[config.mk]
export PLATFORM = sky130hd
export DESIGN_NAME = dmem_access_ctrl
export DESIGN_NICKNAME = d
export VERILOG_FILES = /design/src/rtl/dmem_access_ctrl.sv
export SDC_FILE = /design/constraint.sdc
export NUM_CORES = 1
export LEC_CHECK = 0
export CAP_MARGIN = 20
export CELL_PAD_IN_SITES_DETAIL_PLACEMENT = 1
export CELL_PAD_IN_SITES_GLOBAL_PLACEMENT = 1
export CORE_ASPECT_RATIO = 1.5
export CORE_UTILIZATION = 27
export DETAILED_ROUTE_END_ITERATION = 6
export PLACE_DENSITY_LB_ADDON = 0.1
export REMOVE_ABC_BUFFERS = 1
export SKIP_LAST_GASP = 1
export SLEW_MARGIN = 20
export SYNTH_ARGS = -nofsm -noshare
export SYNTH_HDL_FRONTEND = slang
export SYNTH_SLANG_ARGS = --single-unit
[constraint.sdc]
create_clock -name i_clk -period 4.05 [get_ports i_clk]
set_input_delay 0.81 -clock i_clk [delete_from_list [all_inputs] [get_ports i_clk]]
set_output_delay 0.81 -clock i_clk [all_outputs]
set_load 0.02 [all_outputs]
[src/rtl/dmem_access_ctrl.sv]
// Data memory port sequencer/arbiter: pipeline pass-through plus debug burst-dump engine.
// Latency: pipeline zero added cycles; debug word takes >=3 cycles (ISSUE, CAPTURE, HOLD).
// Backpressure: debug waits in ISSUE while the pipeline owns the port, holds in HOLD until i_dbg_ready.
// Optional starvation guard: define DMEM_ACCESS_STARVE_EN to force a debug grant after STARVE_LIMIT denials.
module dmem_access_ctrl #(
    parameter int NB_DEPTH     = 10,
    parameter int NB_DATA      = 32,
    parameter int STARVE_LIMIT = 16
) (
    input  logic                i_clk,
    input  logic                i_rst_n,
    input  logic [NB_DEPTH-1:0] i_pipe_addr,
    input  logic [NB_DATA-1:0]  i_pipe_data,
    input  logic [1:0]          i_pipe_we,
    input  logic [1:0]          i_pipe_re,
    output logic [NB_DATA-1:0]  o_pipe_data,
    output logic                o_pipe_stall,
    input  logic                i_dbg_start,
    input  logic [NB_DEPTH-1:0] i_dbg_base,
    input  logic [NB_DEPTH:0]   i_dbg_len,
    input  logic                i_dbg_ready,
    output logic [NB_DATA-1:0]  o_dbg_data,
    output logic                o_dbg_valid,
    output logic                o_dbg_busy,
    output logic                o_dbg_done,
    output logic [NB_DEPTH-1:0] o_mem_addr,
    output logic [NB_DATA-1:0]  o_mem_data,
    output logic [1:0]          o_mem_we,
    output logic [1:0]          o_mem_re,
    input  logic [NB_DATA-1:0]  i_mem_data
);

    // Memory access codes shared with the pipeline.
    localparam logic [1:0] WRITE_DISABLE = 2'b00;
    localparam logic [1:0] READ_DISABLE  = 2'b00;
    localparam logic [1:0] READ_WORD     = 2'b11;

`ifdef DMEM_ACCESS_STARVE_EN
    localparam bit STARVE_EN = 1'b1;
`else
    localparam bit STARVE_EN = 1'b0;
`endif

    localparam int                  SW      = $clog2(STARVE_LIMIT + 1);
    localparam logic [NB_DEPTH:0]   REM_ONE = (NB_DEPTH + 1)'(1);
    localparam logic [NB_DEPTH-1:0] ADDR_ONE = NB_DEPTH'(1);

    typedef enum logic [2:0] {
        S_IDLE,
        S_ISSUE,
        S_CAPTURE,
        S_HOLD,
        S_DONE
    } state_t;

    state_t              state;
    state_t              state_nxt;
    logic [NB_DEPTH-1:0] addr_q;
    logic [NB_DEPTH:0]   rem_q;
    logic [NB_DATA-1:0]  data_q;
    logic [SW-1:0]       starve_cnt;

    logic pipe_req;
    logic starve_force;
    logic dbg_grant;

    assign pipe_req     = (i_pipe_we != WRITE_DISABLE) || (i_pipe_re != READ_DISABLE);
    // With the guard compiled out the count never moves, so this is constant low.
    assign starve_force = STARVE_EN && (starve_cnt == SW'(STARVE_LIMIT));
    // Reset gating keeps the memory port on the pipeline while reset is held.
    assign dbg_grant    = i_rst_n && (state == S_ISSUE) && (!pipe_req || starve_force);

    assign o_pipe_stall = STARVE_EN && dbg_grant && pipe_req;
    assign o_pipe_data  = i_mem_data;
    assign o_dbg_data   = data_q;
    assign o_dbg_valid  = (state == S_HOLD);
    assign o_dbg_done   = (state == S_DONE);
    assign o_dbg_busy   = (state != S_IDLE);

    // State register.
    always_ff @(posedge i_clk) begin
        if (!i_rst_n) begin
            state <= S_IDLE;
        end else begin
            state <= state_nxt;
        end
    end

    // Next-state logic for the dump sequencer.
    always_comb begin
        state_nxt = state;
        case (state)
            S_IDLE: begin
                if (i_dbg_start) begin
                    state_nxt = (i_dbg_len != '0) ? S_ISSUE : S_DONE;
                end
            end
            S_ISSUE: begin
                if (dbg_grant) begin
                    state_nxt = S_CAPTURE;
                end
            end
            S_CAPTURE: state_nxt = S_HOLD;
            S_HOLD: begin
                if (i_dbg_ready) begin
                    state_nxt = (rem_q == REM_ONE) ? S_DONE : S_ISSUE;
                end
            end
            S_DONE:  state_nxt = S_IDLE;
            default: state_nxt = S_IDLE;
        endcase
    end

    // Dump address/remaining counters, captured read word and starvation counter.
    always_ff @(posedge i_clk) begin
        if (!i_rst_n) begin
            addr_q     <= '0;
            rem_q      <= '0;
            data_q     <= '0;
            starve_cnt <= '0;
        end else begin
            case (state)
                S_IDLE: begin
                    if (i_dbg_start) begin
                        addr_q <= i_dbg_base;
                        rem_q  <= i_dbg_len;
                    end
                end
                S_CAPTURE: data_q <= i_mem_data;
                S_HOLD: begin
                    if (i_dbg_ready) begin
                        rem_q  <= rem_q - REM_ONE;
                        addr_q <= addr_q + ADDR_ONE;
                    end
                end
                default: ;
            endcase
            if (STARVE_EN && (state == S_ISSUE) && !dbg_grant) begin
                starve_cnt <= starve_cnt + SW'(1);
            end else begin
                starve_cnt <= '0;
            end
        end
    end

    // Memory port mux: debug read on grant, otherwise pipeline pass-through.
    always_comb begin
        o_mem_addr = i_pipe_addr;
        o_mem_data = i_pipe_data;
        o_mem_we   = i_pipe_we;
        o_mem_re   = i_pipe_re;
        if (dbg_grant) begin
            o_mem_addr = addr_q;
            o_mem_we   = WRITE_DISABLE;
            o_mem_re   = READ_WORD;
        end
    end

endmodule
==> metrics.txt <==
status finished clean; largest vdd supply drop 183 uV; CP arrival 3.01 ns; cell area after layout 4660 sq um; R2R Setup Slk 1.96 ns; Final Cycle Share 0.944; IO Port Bufs 151; Post-synth ARST share 0; n_diodes 0; CP Capture Type primary output; synthesized cell area 3390 sq um; Leak 1.68 nW; die area 13000 sq um; FF+latch area 1120 sq um; CTS sink cnt 56; max_cap viols 0; share of post-route cells with drive strength above 1 0.0687; post-synth top area cell dfxtp_1; total wire length 11000 microns; Hold Path Depth 2; endpoint of the worst hold path o_dbg_data[6]; Post-DRT Antenna Nets 0; root buffer cell clkbuf_16; placed cells 640; worst-case clock buffer depth 2; vias 3158; vias per inst 4.87; Syn Area/Cell 7.99 sq um; setup_tns 0 ns; final std cells w/o fill 648; core area 12100 sq um; Post-Synth XOR/XNOR Area 0; CP Launch Type input pin; Post-Place Worst Slack 0.170 ns; pwr/cell area 294 nW/um^2; first-pass GRT wire length 16800 microns; largest net degree at the start of global routing 56; CTS Hold Buffers Added 0; clock skew 0.00456 ns; post-CTS setup buffer count 0; gpl congestion 0.755; Slew Viols, Final 0; Synth top area share 0.331; crit path max fanout 12; Max-slew headroom 0.393; Post-synth EDFFs 0; CP Class in -> out; Hold Path Origin o_dbg_data[6]; area of the multi-input gates 1640 sq um; post-CTS sizing 0; # H-tree levels 2; Post-Synth Adder-Cell Area 0.0111; clock-pin slew on the worst setup and hold paths 0.07 ns; measured slew at the worst slew-check pin 0.911 ns; DRC Markers 0; Die Ht 139 microns; DP Wirelength 8180 microns; synth warn 0; Pre-antenna DRT Iters 6; FF-to-FF Start state[0]; I/O pins 217; Hold Fails Final Rpt 0; Compound-Gate Fraction of Synth Area 0.212; Rows 49; Tmin final 3.82 ns; largest family of logic cells by synthesized area simple AND/OR/NAND/NOR gates; fill count 1438; Syn Inst Count 424; reg2reg path depth 4; Synth Area in Simple Gates 0.223; vias in the first global route 3115; fmax 262 MHz; Worst-Skew Late Latency 0.29 ns; DRT iter0 DRCs 51; die width 93.5 microns; post-synth cell types 47; Hold Path Class reg -> reg; All-Layer GR Usage 0.165; unrepaired setup endpoints after global routing false; GR Overflow Total 0; CTS tree done; synth top area cells dfxtp_1, buf_4, nand2_1; reg2reg end rem_q[10]; Synth Flop Type dfxtp_1; most instantiated library cell after synthesis nand2_1; placed cell area 4500 sq um; Final setup viols 0; synth cell count leaders nand2_1, buf_4, dfxtp_1; P&R area growth vs syn 37.6%; cts bufs inserted 5; Worst EP required 3.24 ns; starting density of the core 0.279; initial antenna violation count 0; drt wl/cell 17.0 microns; proportion of synthesized area in mux cells 0.0332; sequential fraction of the synthesis area 0.331; Yosys reg bits 56; setup ws final 0.227 ns; Nets 600
## metrics by stage
stage	total power [mW]	util	hold slack, ns
after floorplan	0.694	-	0.457
after global placement	0.880	0.370	0.451
after detailed placement	0.885	0.370	0.458
after CTS	1.39	0.384	0.468
after global routing	1.44	0.384	0.484
final	1.37	0.384	0.462
## power by group
| group | switching [mW] | internal [mW] |
|---|---|---|
| logic | 0.125 | 0.151 |
| registers | 0.0248 | 0.569 |
| clock network | 0.211 | 0.291 |
| total | 0.361 | 1.01 |
## worst max-delay path by stage
| stage | startpoint | endpoint | slack, ns |
|---|---|---|---|
| 6_report | i_pipe_we[1] | o_mem_addr[8] | 0.23 |
| 5_1_grt | i_pipe_we[1] | o_mem_addr[6] | 0.07 |
| 4_1_cts | i_pipe_we[1] | o_mem_addr[6] | 0.16 |
| 3_5_place_dp | i_pipe_we[1] | o_mem_addr[6] | 0.17 |
| 3_3_place_gp | i_pipe_we[1] | o_mem_addr[8] | 0.27 |
| 2_1_floorplan | i_pipe_we[1] | o_mem_addr[0] | 1.35 |
## flip-flops by register name (all words and copies together), names as in the netlist
| name | flops |
|---|---|
| o_dbg_data | 32 |
| rem_q | 11 |
| addr_q | 10 |
| state | 3 |
## critical path: stages
cell and delay (ns):
clkdlybuf4s50_1 0.43, nor4_1 0.29, and3_1 0.21, nand2_1 0.32, mux2_2 0.34, clkdlybuf4s50_1 0.61
## placed cells by master, fill, tap and decap left out, types with 3 or more instances in the layout
| master | synthesis | routed |
|---|---|---|
| clkdlybuf4s50_1 | 0 | 150 |
| nand2_1 | 84 | 84 |
| dfxtp_1 | 56 | 56 |
| a21boi_0 | 36 | 36 |
| nor2_1 | 20 | 19 |
| a21oi_1 | 14 | 14 |
| o21ai_0 | 11 | 11 |
| mux2_2 | 10 | 10 |
| nand3_1 | 8 | 8 |
| nor3b_1 | 6 | 6 |
| and3_1 | 5 | 5 |
| nand2b_1 | 5 | 5 |
| o211a_1 | 5 | 5 |
| and2_1 | 5 | 5 |
| nor3_1 | 5 | 5 |
| a31oi_1 | 5 | 5 |
| o221a_2 | 5 | 5 |
| clkbuf_16 | 0 | 5 |
| and4_1 | 4 | 4 |
| o22ai_1 | 4 | 4 |
| nand4_1 | 4 | 4 |
| buf_4 | 66 | 4 |
| nor4_1 | 3 | 3 |
| o31a_1 | 3 | 3 |
| o211ai_1 | 3 | 3 |
| nor2b_1 | 3 | 3 |
| ha_1 | 3 | 3 |
## kinds of logic after synthesis
kind of cell	after synthesis
other	1
adders and majority gates	3
buffers and inverters	95
muxes	10
AOI/OAI and AO/OA	99
and+or+nand+nor	160
DFF	56
## final cells by class
type / instances / share of cell area
well taps: 153 / 0.0411
clock buffers: 5 / 0.0268
multi-input cells: 273 / 0.351
flip-flops and latches: 56 / 0.240
inverters: 3 / 0.00241
repair buffers: 155 / 0.329
clock inverters: 3 / 0.00912
## routing by layer
layer / global-route usage / routed length [microns] / up-vias
met5: 0.0198 / 0 / -
met4: 0.0364 / 108 / 0
met3: 0.0674 / 1090 / 8
met2: 0.265 / 5080 / 143
met1: 0.203 / 4730 / 1473
li1: - / - / 1534
Power figures use the tool's default switching activity.
